--- src/rtl/axi_stream_sync_fifo.sv ---
// Purpose: single-clock AXI-Stream FIFO with registered, rule-compliant master handshakes and occupancy/packet counts.
// Latency: one cycle; a beat pushed into an empty FIFO at edge N shows m_axis_tvalid in cycle N+1.
// Backpressure: s_axis_tready is registered (level != depth); when full, a pop does not free a slot until the next cycle.
module axi_stream_sync_fifo #(
   parameter int byte_width = 4,
   parameter int id_width   = 1,
   parameter int dest_width = 1,
   parameter int user_width = 1,
   parameter int depth      = 16
) (
   input  logic                            clk,
   input  logic                            resetn,
   input  logic                            s_axis_tvalid,
   output logic                            s_axis_tready,
   input  logic [8*byte_width-1:0]         s_axis_tdata,
   input  logic [byte_width-1:0]           s_axis_tstrb,
   input  logic [byte_width-1:0]           s_axis_tkeep,
   input  logic                            s_axis_tlast,
   input  logic [id_width-1:0]             s_axis_tid,
   input  logic [dest_width-1:0]           s_axis_tdest,
   input  logic [user_width-1:0]           s_axis_tuser,
   output logic                            m_axis_tvalid,
   input  logic                            m_axis_tready,
   output logic [8*byte_width-1:0]         m_axis_tdata,
   output logic [byte_width-1:0]           m_axis_tstrb,
   output logic [byte_width-1:0]           m_axis_tkeep,
   output logic                            m_axis_tlast,
   output logic [id_width-1:0]             m_axis_tid,
   output logic [dest_width-1:0]           m_axis_tdest,
   output logic [user_width-1:0]           m_axis_tuser,
   output logic [$clog2(depth+1)-1:0]      level,
   output logic [$clog2(depth+1)-1:0]      pkt_count
);

   localparam int AW = $clog2(depth);
   localparam int LW = $clog2(depth+1);
   localparam int WW = 8*byte_width + 2*byte_width + 1 + id_width + dest_width + user_width;
   localparam logic [LW-1:0] FULL_LVL = LW'(depth);
   localparam logic [LW-1:0] ONE_LVL  = LW'(1);
   localparam logic [AW-1:0] ONE_PTR  = AW'(1);

   // Whole beat stored as one word so every sideband field travels with its data.
   logic [WW-1:0] mem [depth];
   logic [WW-1:0] wr_word;
   logic [WW-1:0] rd_word;
   logic [AW-1:0] wptr;
   logic [AW-1:0] rptr;
   logic [LW-1:0] level_nxt;
   logic [LW-1:0] pkt_nxt;
   logic          push;
   logic          pop;
   logic          push_last;
   logic          pop_last;

   assign push      = s_axis_tvalid & s_axis_tready;
   assign pop       = m_axis_tvalid & m_axis_tready;
   assign push_last = push & s_axis_tlast;
   assign pop_last  = pop & m_axis_tlast;

   assign wr_word = {s_axis_tlast, s_axis_tuser, s_axis_tdest, s_axis_tid,
                     s_axis_tkeep, s_axis_tstrb, s_axis_tdata};
   // Head entry is read straight from storage; rptr and the head slot only change on a pop,
   // and a push can never land on the head slot while it is valid, so a stalled payload stays put.
   assign rd_word = mem[rptr];
   assign {m_axis_tlast, m_axis_tuser, m_axis_tdest, m_axis_tid,
           m_axis_tkeep, m_axis_tstrb, m_axis_tdata} = rd_word;

   // Storage write; contents are deliberately not reset.
   always_ff @(posedge clk) begin
      if (push) begin
         mem[wptr] <= wr_word;
      end
   end

   // Next occupancy and packet count; simultaneous increment and decrement cancel.
   always_comb begin
      level_nxt = level;
      pkt_nxt   = pkt_count;
      if (push && !pop) begin
         level_nxt = level + ONE_LVL;
      end else if (!push && pop) begin
         level_nxt = level - ONE_LVL;
      end
      if (push_last && !pop_last) begin
         pkt_nxt = pkt_count + ONE_LVL;
      end else if (!push_last && pop_last) begin
         pkt_nxt = pkt_count - ONE_LVL;
      end
   end

   // Pointers, counts and both handshake flags; full/empty come from the next level.
   always_ff @(posedge clk or negedge resetn) begin
      if (!resetn) begin
         wptr          <= '0;
         rptr          <= '0;
         level         <= '0;
         pkt_count     <= '0;
         s_axis_tready <= 1'b0;
         m_axis_tvalid <= 1'b0;
      end else begin
         if (push) begin
            wptr <= wptr + ONE_PTR;
         end
         if (pop) begin
            rptr <= rptr + ONE_PTR;
         end
         level         <= level_nxt;
         pkt_count     <= pkt_nxt;
         s_axis_tready <= (level_nxt != FULL_LVL);
         m_axis_tvalid <= (level_nxt != '0);
      end
   end

endmodule

--- config.mk ---
export PLATFORM = sky130hd
export DESIGN_NAME = axi_stream_sync_fifo
export DESIGN_NICKNAME = d
export VERILOG_FILES = /design/src/rtl/axi_stream_sync_fifo.sv
export SDC_FILE = /design/constraint.sdc
export NUM_CORES = 1
export LEC_CHECK = 0
export ABC_CLOCK_PERIOD_IN_PS = 5590
export CAP_MARGIN = 10
export CELL_PAD_IN_SITES_DETAIL_PLACEMENT = 0
export CELL_PAD_IN_SITES_GLOBAL_PLACEMENT = 1
export CORE_MARGIN = 2
export CORE_UTILIZATION = 38
export CTS_CLUSTER_SIZE = 30
export DETAILED_ROUTE_END_ITERATION = 6
export PLACE_DENSITY_LB_ADDON = 0.1
export SLEW_MARGIN = 5
export SYNTH_ARGS = -nofsm -noshare
export SYNTH_HDL_FRONTEND = slang
export SYNTH_SLANG_ARGS = --single-unit
--- constraint.sdc ---
create_clock -name clk -period 5.59 [get_ports clk]
set_input_delay 1.118 -clock clk [delete_from_list [all_inputs] [get_ports clk]]
set_output_delay 1.118 -clock clk [all_outputs]
set_load 0.02 [all_outputs]
==> impl_results.md, run 1 <==
* Share of layout cells above drive strength 1 at 0.274
* Port bufs at 103
* Register area at 21,700 um^2
* 1st-iter DRT viols at 1,015
* Final setup viols at 0
* Status: completed
* Met3 Use GR at 0.0328
* Area of the multi-input gates at 5660 um^2
* N_diodes at 0
* Max Clock Freq at 214 MHz
* FF-to-FF path depth at 12
* Chip Height at 274 um
* Critical Path AT at 3560 ps
* CTS resizes at 0
* Syn Nets at 1,156
* Worst Max-Slew Pin Slew at 1130 ps
* Post-synthesis adder-cell area fraction at 0.00571
* Sw power at 0.00504 W
* Hold Fails Final Rpt at 0
* Hold Path Class: reg -> reg
* Pwr dens at 532 nW/um^2
* Global Route met2 Usage at 0.286
* Internal at 0.0121 W
* CP Capture Type: output port
* Clk pin slew, worst setup/hold paths at 50 ps
* Comb pwr share at 0.299
* Initial Utilization at 0.385
* First-pass GRT wire length at 93,600 um
* I/O pins at 104
* GRT met1 Usage at 0.249
* Max Fanout on Critical Path at 33
* Reg power frac at 0.412
* Lkg Pwr at 10.0 nW
* Vias in the first global route at 13,286
* RSZ-0062 raised after global routing: no
* H-tree Lvls at 3
* Max VDD drop at 0.306 mV
* # hold bufs at CTS at 0
* DRC violations left at 0
* Final Slew Violations at 0
* CTS tree: built
* Via Count at 12,074
* Clk_skew at 13.6 ps
* Latest clock arrival within the worst-skew pair at 610 ps
* CTS Root Cell: clkbuf_16
* GPL Wtd Cong at 0.671
* Synthesized cell area at 27,600 um^2
* Final ANT Viol Nets at 0
* Placed cell count at 2,116
* Synth Area in Compound Gates at 0.00331
* Post-CTS Setup Inserts at 0
* Layout Cells excl Fill at 2,258
* Rel. slew slack at 0.246
* Num CTS Buffers at 80
* Top-area cell type share of the netlist area at 0.766
* Global Route Usage Sum at 0.176
* Gr ovfl total at 0
* DPL Wire Length at 30,100 um
* Max Cap Viol at 0
* Post-Synth XOR/XNOR Area at 0.00476
* Fin crit share at 0.837
* Drt total wl at 64,300 um
* Die ar. at 74,800 um^2
* Post-synthesis mux area share at 0.180
* Initial antenna violation count at 2
* Synth area leader: edfxtp_1
* Hold depth at 1
* Setup CP Type: reg -> out
* Post-synth cell types at 33
* Min Tclk post-route at 4680 ps
* GRT busiest layer: met2
* Ys Warns at 0
* Register area share after synthesis at 0.784
* Layout Area Growth over Synthesis at 16.8%
* Seq cells post-synth at 724
* Via density at 5.35
* Main combinational cell family by area after synthesis: multiplexers
* Fillers at 5,986
* Simple logic cell fraction of the synthesized area at 0.00947
* Per-cell routed wire length at 28.5 um
* Die X at 274 um
* Clock sinks at 724
* Syn Area/Cell at 25.2 um^2
* Synth Instances at 1,096
* FP Rows at 98
* Clock share of power at 0.289
* Nets at 1,308
* Synth top area cells: edfxtp_1, mux4_2, dfrtp_1
* Crit start category: flip-flop
* Largest net degree at the start of global routing at 47
* Switching Share at 0.294
* Crit path required time at 4470 ps
* DR pass1 iterations at 5
* Maximum buffer depth of the clock tree at 3
* Core area at 71,700 um^2
* Total Negative Setup Slacks at 0 ps
[cells in the final DEF (no fill, tap or decap), drive strengths merged, types with 10 or more instances in the layout]
cell / netlist / final
and2: 14 / 14
mux4: 220 / 220
inv: 7 / 10
nand2: 15 / 15
dfrtp: 20 / 20
edfxtp: 704 / 704
clkinv: 0 / 28
clkdlybuf4s50: 0 / 103
buf: 35 / 19
ha: 11 / 11
xnor2: 12 / 12
clkbuf: 17 / 105
[worst max-delay path: stages, from the launching register on]
cell and delay (ps):
dfrtp_4 920, buf_12 350, mux4_2 540, mux4_2 550, clkdlybuf4s50_1 570
[stage by stage]
step | instance area (um^2) | worst slack [ps] | total power, W | utilization | hold slack (ps)
finish | 32200 | 910 | 0.0171 | 0.449 | 469
global placement | 29800 | 1440 | 0.0125 | 0.416 | 460
global route | 32200 | 709 | 0.0179 | 0.449 | 505
detailed placement | 29800 | 1460 | 0.0125 | 0.416 | 465
CTS | 32200 | 790 | 0.0175 | 0.449 | 474
floorplan | 27600 | 2380 | 0.0104 | - | 481
[flip-flops by register name, indices dropped and copies added (netlist names)]
register / count
mem: 704
level: 5
pkt_count: 5
rptr: 4
wptr: 4
m_axis_tvalid: 1
s_axis_tready: 1
[power groups by stage]
stage,combinational (W),sequential [W],clock [W]
2_1_floorplan,0.00357,0.00686,0
3_3_place_gp,0.00529,0.00719,0
3_5_place_dp,0.00528,0.00721,0
4_1_cts,0.00530,0.00710,0.00506
5_1_grt,0.00550,0.00715,0.00526
6_report,0.00513,0.00707,0.00495
[cells in the mapped netlist]
master,instances
buf_2,10
nor2b_1,1
nand4b_1,1
clkbuf_1,17
mux4_2,219
xor2_1,3
a31oi_1,1
ha_1,11
o211ai_1,1
nand4_1,2
nand3_1,3
o22ai_1,1
o21ai_0,5
edfxtp_1,704
nand2_1,15
o32ai_1,1
a21o_1,2
a21oi_1,3
nor3_1,3
mux4_1,1
xnor2_1,12
inv_1,7
a22oi_1,1
dfrtp_1,20
nor2_1,4
and2_1,14
fa_1,1
buf_1,10
nor3b_1,1
and3_1,6
buf_12,1
buf_6,14
mux2_2,1
[worst paths after layout]
kind,startpoint,end,slack [ps]
setup / recovery,rptr[0],m_axis_tkeep[3],910
hold / removal,pkt_count[4],pkt_count[4],470
setup reg to reg,rptr[0],pkt_count[4],1610
hold reg to reg,pkt_count[4],pkt_count[4],470
max in group asynchronous,resetn,rptr[0],3730
min in group asynchronous,resetn,rptr[3],1090
[cells by family after synthesis]
kind of cell	count (synthesis)
DFF	724
muxes	221
buffers and inverters	59
and+or+nand+nor	50
adders and majority gates	12
xor gates and xnor gates	15
AOI/OAI and AO/OA	15
[metal layers]
metal | vias to the layer above | wire length [um]
li1 | 5053 | -
met1 | 6675 | 28900
met2 | 247 | 31600
met3 | 95 | 2610
met4 | 4 | 1210
met5 | - | 24
[final cells by class]
| type | instances | area share |
|---|---|---|
| Clock buffer | 105 | 0.0670 |
| Clock inverter | 37 | 0.00854 |
| Inverter | 7 | 0.000815 |
| Multi-Input combinational cell | 313 | 0.176 |
| Sequential cell | 724 | 0.672 |
| Tap cell | 950 | 0.0369 |
| Timing Repair Buffer | 122 | 0.0395 |
Power figures use the tool's default switching activity.
==> inputs of run 2 (changes only) <==
Settings changed: ABC_CLOCK_PERIOD_IN_PS 5590 to 4600.
Clock period 5.59 ns to 4.6 ns, I/O delays scaled along.
==> impl_results.md, run 2 (synthesis gave the netlist of run 1 again) <==
* Status: completed
* RSZ-0062 raised after global routing: no
* WL met2 at 30,700 um
* Highest metal used: met4
* Reg2reg end: pkt_count[4]
* Die X at 274 um
* Num CTS Buffers at 79
* Per-cell routed wire length at 27.7 um
* Clk pin slew, worst setup/hold paths at 60 ps
* Setup CP Type: reg -> out
* Max VDD drop at 0.416 mV
* Final setup viols at 0
* Initial Utilization at 0.385
* Total Negative Setup Slacks at 0 ps
* Most common cell after layout, fill and taps aside: edfxtp_1
* Final Slew Violations at 0
* Fin area at 32,500 um^2
* 1st-iter DRT viols at 843
* PnR worst setup slack at 213 ps
* Crit start category: flip-flop
* Chip Height at 274 um
* Crit path required time at 3680 ps
* Drt total wl at 63,100 um
* I/O pins at 104
* Hold Path Class: reg -> reg
* Maximum buffer depth of the clock tree at 3
* FP Rows at 98
* Hold Fails Final Rpt at 0
* GPL Wtd Cong at 0.691
* Lkg Pwr at 10.1 nW
* Hold path startpoint: pkt_count[4]
* N_diodes at 0
* CP Capture Type: output port
* H-tree Lvls at 3
* Most frequent cells in the layout: edfxtp_1, mux4_2, clkdlybuf4s50_1
* Largest register FFs at 704
* Port bufs at 103
* Worst Max-Slew Pin Slew at 1060 ps
* CTS tree: built
* Gr ovfl total at 0
* Min Tclk post-route at 4390 ps
* Layout Area Growth over Synthesis at 17.6%
* Global Route Usage Sum at 0.173
* Post-DP Area at 30,100 um^2
* DPL Wire Length at 32,800 um
* WL met3 at 2260 um
* Critical Path AT at 3470 ps
* Hold endpoint: pkt_count[4]
* WL met1 at 29,100 um
* Die ar. at 74,800 um^2
* First-pass GRT wire length at 92,100 um
* Post-CTS Setup Inserts at 0
* Vias in the first global route at 13,113
* Share of layout cells above drive strength 1 at 0.288
* Clk_skew at 19.2 ps
* Clock sinks at 724
* FF-to-FF path depth at 11
* Via density at 5.30
* Pwr dens at 639 nW/um^2
* Max Fanout on Critical Path at 44
* DRC violations left at 0
* Via Count at 12,064
* Initial antenna violation count at 0
* Core area at 71,700 um^2
* Max Cap Viol at 0
* Pre-CTS setup slack at 696 ps
* Fin crit share at 0.954
* Final ANT Viol Nets at 0
* Nets at 1,329
* Largest Register: mem
* Worst reg2reg startpoint: rptr[0]
* FF-to-FF setup slack at 1020 ps
* Overall power at 0.0207 W
* Final core occ at 0.452
* Largest net degree at the start of global routing at 58
* Latest clock arrival within the worst-skew pair at 620 ps
* Max Clock Freq at 228 MHz
* CTS Root Cell: clkbuf_16
* Rel. slew slack at 0.291
* Hold depth at 1
* DR pass1 iterations at 5
* Largest regs: mem: 704 flops, level: 5 flops, pkt_count: 5 flops
[run 2: cell count changes in the layout (fill, tap and decap cells not counted)]
cell / previous run / this run
buf_12: 8 / 15
inv_16: 0 / 1
clkbuf_1: 22 / 21
clkinv_1: 21 / 17
buf_4: 11 / 25
clkinv_8: 0 / 3
buf_6: 0 / 1
inv_6: 3 / 2
clkbuf_16: 83 / 80
clkinv_4: 0 / 1
clkinv_2: 7 / 10
bufinv_16: 4 / 3
[run 2: what timing repair did]
| item | CTS | global route |
|---|---|---|
| hold buffers | 0 | 0 |
| resized for setup | 0 | 1 |
| setup endpoints to repair | 0 | 6 |
[run 2: cell type report]
type                       count  area, um^2
inverter                       7        26.3
multi-input combinational    313        5660
fill                        5998       39300
timing repair buffer         144        1530
clock buffer                 101        2080
sequential                   724       21700
clock inverter                39         314
tap                          950        1190
[run 2: routing by layer]
layer | global-route usage | vias to the layer above
met4 | 0.0446 | 0
met1 | 0.250 | 6673
met5 | 0 | -
met2 | 0.275 | 217
met3 | 0.0260 | 70
li1 | - | 5104
[run 2: worst max path at each step]
stage,to,from,cells after the start
after floorplan,pkt_count[4],rptr[2],12
after global placement,m_axis_tdata[9],rptr[0],4
after detailed placement,m_axis_tdata[9],rptr[0],4
after CTS,m_axis_tdata[9],rptr[0],4
after global routing,m_axis_tdest,rptr[0],4
final,m_axis_tdest,rptr[0],4
[run 2: through the flow]
step,cells,hold slack [ps]
after global routing,2278,490
after detailed placement,2138,458
after floorplan,1096,481
final,2278,465
after CTS,2278,467
after global placement,2138,456
[run 2: worst max-delay path, cell delays in order (launching register included)]
cell,delay [ps]
dfrtp_4,760
buf_12,400
mux4_2,560
mux4_2,530
clkdlybuf4s50_1,570
[run 2: power breakdown]
group	internal [W]	leakage, nW	total [W]	switching, W
Clock	0.00338	1.16	0.00590	0.00252
Combinational	0.00325	2.38	0.00644	0.00319
Sequential	0.00798	6.59	0.00840	0.000412
